===== config.mk =====
export PLATFORM = sky130hd
export DESIGN_NAME = rf_write_arbiter
export DESIGN_NICKNAME = d
export VERILOG_FILES = /design/src/rtl/rf_write_arbiter.sv
export SDC_FILE = /design/constraint.sdc
export NUM_CORES = 1
export LEC_CHECK = 0
export CAP_MARGIN = 25
export CORE_AREA = 3 3 105 107
export DETAILED_ROUTE_END_ITERATION = 8
export DIE_AREA = 0 0 108 110
export DONT_BUFFER_PORTS = 1
export PLACE_DENSITY = 0.57
export SYNTH_ARGS = -nofsm -noshare
export SYNTH_HDL_FRONTEND = slang
export SYNTH_SLANG_ARGS = --single-unit

===== constraint.sdc =====
create_clock -name clk -period 2.2 [get_ports clk]
set_input_delay 0.44 -clock clk [delete_from_list [all_inputs] [get_ports clk]]
set_output_delay 0.44 -clock clk [all_outputs]
set_load 0.01 [all_outputs]

===== src/rtl/rf_write_arbiter.sv =====
// rf_write_arbiter: round-robin arbitration of two writeback requesters onto one register-file write port, with read forwarding and a conflict counter
module rf_write_arbiter #(
  parameter int AW = 5,
  parameter int DW = 32,
  parameter int CW = 16
) (
  input  logic          clk,
  input  logic          rst_n,
  input  logic          a_valid,
  output logic          a_ready,
  input  logic [AW-1:0] a_rd,
  input  logic [DW-1:0] a_data,
  input  logic          b_valid,
  output logic          b_ready,
  input  logic [AW-1:0] b_rd,
  input  logic [DW-1:0] b_data,
  output logic          rf_reg_write,
  output logic [AW-1:0] rf_rd,
  output logic [DW-1:0] rf_write_data,
  input  logic [AW-1:0] rs,
  input  logic [AW-1:0] rt,
  input  logic [DW-1:0] rf_data1,
  input  logic [DW-1:0] rf_data2,
  output logic [DW-1:0] fwd_data1,
  output logic [DW-1:0] fwd_data2,
  input  logic          cnt_clr,
  output logic [CW-1:0] conflict_cnt
);
  logic          r_ptr;
  logic          r_we;
  logic [AW-1:0] r_rd;
  logic [DW-1:0] r_data;
  logic [CW-1:0] r_cnt;
  logic          w_ptr_nxt;
  logic          w_xfer;
  logic [AW-1:0] w_rd;
  logic [DW-1:0] w_data;
  logic          w_both;
  // Pointer low favours A, high favours B; the loser of a contested grant gets it next time
  always_comb begin
    w_both    = a_valid && b_valid;
    a_ready   = a_valid && (!b_valid || !r_ptr);
    b_ready   = b_valid && (!a_valid || r_ptr);
    w_xfer    = a_ready || b_ready;
    w_ptr_nxt = w_xfer ? a_ready : r_ptr;
    w_rd      = a_ready ? a_rd : b_rd;
    w_data    = a_ready ? a_data : b_data;
  end
  // Priority pointer state register
  always_ff @(posedge clk or negedge rst_n) begin
    if (!rst_n) r_ptr <= 1'b0;
    else        r_ptr <= w_ptr_nxt;
  end
  // Register the granted write; r0 writes are consumed but never committed
  always_ff @(posedge clk or negedge rst_n) begin
    if (!rst_n) begin
      r_we   <= 1'b0;
      r_rd   <= '0;
      r_data <= '0;
    end else begin
      r_we <= w_xfer && (w_rd != '0);
      if (w_xfer) begin
        r_rd   <= w_rd;
        r_data <= w_data;
      end
    end
  end
  // Saturating count of cycles where both requesters compete; clear wins
  always_ff @(posedge clk or negedge rst_n) begin
    if (!rst_n)                          r_cnt <= '0;
    else if (cnt_clr)                    r_cnt <= '0;
    else if (w_both && r_cnt != {CW{1'b1}}) r_cnt <= r_cnt + 1'b1;
  end
  // Bypass the in-flight write to the read ports; r0 always reads zero
  always_comb begin
    fwd_data1 = (rs == '0) ? '0 : (r_we && r_rd == rs) ? r_data : rf_data1;
    fwd_data2 = (rt == '0) ? '0 : (r_we && r_rd == rt) ? r_data : rf_data2;
  end
  assign rf_reg_write  = r_we;
  assign rf_rd         = r_rd;
  assign rf_write_data = r_data;
  assign conflict_cnt  = r_cnt;
endmodule


**Word level (Yosys, flattened, before mapping)**

Cells that the tools add are included.

- Logic and storage cells: 34
- Memory bits (writable): 0
- Memory bits (read-only): 0
- Bits in latches: 0
- Bits in registers: 55
- Output and inout bits: 120
- Bits of input ports: 153
- Memories: 0

- $mul: 0
- Mux-type cells: 8
- Magnitude comparators: 0
- Reduce and logical (&&, ||, !) cells: 17
- Equal/unequal tests: 3
- Add/subtract/negate cells: 1
- Div/mod/pow operators: 0
- Bitwise operators: 0
- Shift-type cells: 0

Operators with widths:

| kind | number |
|---|---|
| $mux 32 | 5 |
| $mux 16 | 2 |
| $add 16x1->16 const B | 1 |
| $ne 16x16->1 const B | 1 |
| $eq 5x5->1 | 2 |
| $logic_not 5->1 | 2 |
| $logic_and 1x1->1 | 7 |
| $mux 5 | 1 |
| $reduce_bool 5->1 | 1 |
| $logic_not 1->1 | 3 |
| $logic_or 1x1->1 | 3 |
| $reduce_bool 2->1 | 1 |

**Depth between registers and ports, before layout**

- Depth after elaboration: 6
- Depth in mapped cells: 7
- Mapped depth without buffers: 5

**Worst setup path after synthesis**

No wires, ideal clock.

- Path type: register to output
- Start point: register r_rd[3] (netlist: rf_rd[3])
- End point: output port fwd_data1[1]
- Path slack: 40 ps
- Data required time: 1,760 ps
- Buffers on the path: 1
- Data arrival time: 1,720 ps
- Cell stages (with the launch flop): 6
- Cell sequence: dfrtp_1 xor2_1 nor4_2 and2_1 clkbuf_1 o21ai_0

- Cells in the longest elaborated chain, start to end: 4

Ends and longest elaborated chain:

| what | RTL line | text |
|---|---|---|
| start, declared | 31 | `logic [AW-1:0] r_rd;` |
| start signal, assigned | 63 | `r_rd <= w_rd;` |
| $eq 5x5->1 | 76 | `fwd_data1 = (rs == '0) ? '0 : (r_we && r_rd == rs) ? r_data : rf_data1;` |
| $logic_and 1x1->1 | 76 |  |
| $mux 32 (2 in a row) | 76 |  |
| end, declared | 24 | `output logic [DW-1:0] fwd_data1,` |

No other way between the ends.

**Worst setup path after layout**

- Start point: register r_rd[0] (netlist: rf_rd[0])
- End point: output port fwd_data1[19]

Same word-level chain as after synthesis.

==> impl_metrics.env <==
export IMPL_maxCapViolations=0
export IMPL_powerDensity_nw_per_um2=562.8
export IMPL_synth_top_area_share_pct=32.46
export IMPL_hpwl_um=11530
export IMPL_fin_crit_sh_pct=112.0
export IMPL_ys_types=44
export IMPL_peakVddDrop_mv=0.4180
export IMPL_grt_pass1_vias=4526
export IMPL_ys_flop_type="dfrtp_1"
export IMPL_slowest_stage="dfrtp_1"
export IMPL_cts_sinks=55
export IMPL_critPathBufInv=2
export IMPL_grt_met1_usage_pct=33.64
export IMPL_max_freq_mhz=405.7
export IMPL_num_vias=5008
export IMPL_drive_gt1_share_pct=20.49
export IMPL_cp_max_fo=32
export IMPL_slew_headroom_pct=68.07
export IMPL_syn_area_um2=4240
export IMPL_h_tree_depth=2
export IMPL_outcome="complete, but fails checks"
export IMPL_fin_skew_ps=4.282
export IMPL_cp_required_ps=1760
export IMPL_crit_type="flip-flop to output pin"
export IMPL_final_max_slew_viol_count=0
export IMPL_dp_worst_setup_slack_ps=44.43
export IMPL_ys_warn_count=0
export IMPL_ant_nets=0
export IMPL_area_growth_syn_to_layout_pct=29.48
export IMPL_cts_buffer_depth=2
export IMPL_drc=0
export IMPL_grt_use_met3_pct=6.639
export IMPL_clkTransAtPathRegs_ps=100
export IMPL_grt_util_met2_pct=46.00
export IMPL_stdcell_area_um2=5490
export IMPL_worst_slew_pin_slew_ps=478.4
export IMPL_die_height_um=110
export IMPL_synth_area_leaders="dfrtp_1 (32%), nand4_1 (10%), o21ai_0 (7.9%)"
export IMPL_gp_congestion=0.8950
export IMPL_drtIter0Drc=552
export IMPL_die_area_um2=11880
export IMPL_start_util_pct=41.45
export IMPL_cts_tree="yes"
export IMPL_wl_um=17490
export IMPL_io_pins=273
export IMPL_holdCritStartpoint="cnt_clr"
export IMPL_critPathLaunchType="flip-flop"
export IMPL_ys_ff_latch=55
export IMPL_yosysSeqAreaShare_pct=32.46
export IMPL_crit_chain="xor2_1, nor4_4, and2_1, buf_12, o21ai_0, buf_4"
export IMPL_layout_min_cycle_time_ps=2465
export IMPL_finalHoldViolCount=0
export IMPL_grt_setup_unrepaired="true"
export IMPL_p_total_mw=3.090
export IMPL_first_pass_iters=5
export IMPL_antenna_cells=0
export IMPL_dpl_cell_area_um2=4840
export IMPL_top_usage_layer="met2"
export IMPL_synth_edf_count=0
export IMPL_avgViaCountPerCell=6.380
export IMPL_setup_viol=64
export IMPL_numCtsBuffers=5
export IMPL_synth_cells=603
export IMPL_violations="setup timing"
export IMPL_dieWidth_um=108
export IMPL_nNetsFinal=802
export IMPL_grt_usage_pct=27.01
export IMPL_placed_cells=752
export IMPL_critPathLaunch="rf_rd[0]"
export IMPL_layoutNonFillerInstCount=785
export IMPL_synth_top_cell_by_area="dfrtp_1"
export IMPL_core_area_um2=10230
export IMPL_async_reset_ff_share_pct=100.0
export IMPL_power_leakage_nw=2.394
export IMPL_critical_path_top_delay_family="simple AND/OR/NAND/NOR gates"
export IMPL_utilization_pct=53.66
export IMPL_rows=37
export IMPL_syn_avg_cell_area_um2=7.032
export IMPL_syn_num_nets=757
export IMPL_io_buffer_count=0
export IMPL_worstPathArrival_ps=2020
export IMPL_antenna_found_initial=0
export IMPL_wl_per_cell_um=22.28
export IMPL_clock_latency_ps=310
export IMPL_final_setup_worst_slack_ps=-264.8
export IMPL_grt_overflow_total=0
export IMPL_clock_root_buffer="clkbuf_8"
export IMPL_end_kind="output pin"
export IMPL_grt_max_degree=103
export IMPL_r2r_start="conflict_cnt[0]"
export IMPL_cp_slowest_stage_delay_ps=420
export IMPL_grt_pass1_wl_um=25140
export IMPL_hold_class="primary input to flip-flop"
-- routing by layer --
metal,vias to the layer above,wire length (um)
li1,2290,-
met1,2373,6590
met2,304,8639
met3,41,1791
met4,0,471
met5,-,0
-- cells by family after synthesis --
logic type | after synthesis | share of synthesized area [%]
adder cells (fa/ha/maj) | 1 | 0.2950
multiplexers | 9 | 2.184
flip-flops | 55 | 32.46
buffers and inverters | 96 | 8.527
AO/OA/AOI/OAI | 193 | 25.85
XOR/XNOR | 10 | 2.066
AND/OR/NAND/NOR | 239 | 28.62
-- cells in the final DEF (no fill, tap or decap), types with 3 or more instances in the layout --
cell,synthesis,routed
a21oi_1,40,40
a31oi_1,32,32
and2_1,6,4
and3_1,5,5
buf_12,0,12
buf_16,0,5
buf_4,0,67
buf_6,0,5
clkbuf_16,0,3
clkbuf_8,0,5
dfrtp_1,55,54
inv_1,39,39
mux2i_1,7,7
nand2_1,83,81
nand2b_1,3,3
nand3_1,8,8
nand4_1,69,69
nor2_1,40,40
nor2b_1,3,3
nor3_1,7,7
o21ai_0,67,29
o21ai_1,7,26
o21ai_2,0,16
o21ai_4,0,3
o22ai_1,32,32
o31ai_1,3,3
or4_1,4,4
xor2_1,8,6
-- cell usage after synthesis, drive strengths merged, types with 7 or more instances --
master,count
xor2,8
o22ai,32
nor2,40
inv,39
nor3,7
nand3,8
mux2i,7
clkbuf,51
dfrtp,55
nand4,70
o21ai,74
nand2,83
a31oi,32
a21oi,40
-- final timing paths --
check,endpoint,cells past startpoint,slack [ps]
worst max-delay path,fwd_data1[19],6,-260
worst min-delay path,conflict_cnt[7],1,180
worst max register to register,conflict_cnt[12],5,320
worst min register to register,r_ptr,2,640
max in group asynchronous,rf_rd[1],2,1270
min in group asynchronous,conflict_cnt[3],2,650
-- through the flow --
stage | hold slack (ps) | setup TNS (ps)
2_1_floorplan | 144.4 | 0
3_3_place_gp | 146.1 | 0
3_5_place_dp | 146.1 | 0
4_1_cts | 155.1 | -10520
5_1_grt | 146.9 | -19030
6_report | 180.3 | -12360
-- flip-flops by register name, summed over array words and instances, names as in the netlist --
signal and cells:
r_ptr 1, rf_rd 5, rf_write_data 32, conflict_cnt 16, rf_reg_write 1
-- area by class of cell --
type / count / area, um2
timing repair buffer: 94 / 1037
inverter: 40 / 150.1
multi-input combinational: 452 / 2639
clock inverter: 3 / 47.55
sequential: 55 / 1378
clock buffer: 5 / 68.82
tap: 136 / 170.2
fill: 957 / 4741
-- what timing repair did --
item | in CTS | in global routing
hold buffers | 2 | 0
setup buffers | 6 | 10
gates cloned | 4 | 3
resized for setup | 50 | 27
setup endpoints to repair | 64 | 64
hold endpoints to repair | 55 | 0
pin swaps | 4 | 2
-- report_power, final --
part	total, mW	switching [mW]	internal, mW	leakage (nW)
Clock	0.701	0.355	0.346	0.0587
Sequential	1.31	0.197	1.11	0.667
Combinational	1.08	0.591	0.490	1.67
(Power assumes the default switching activity.)
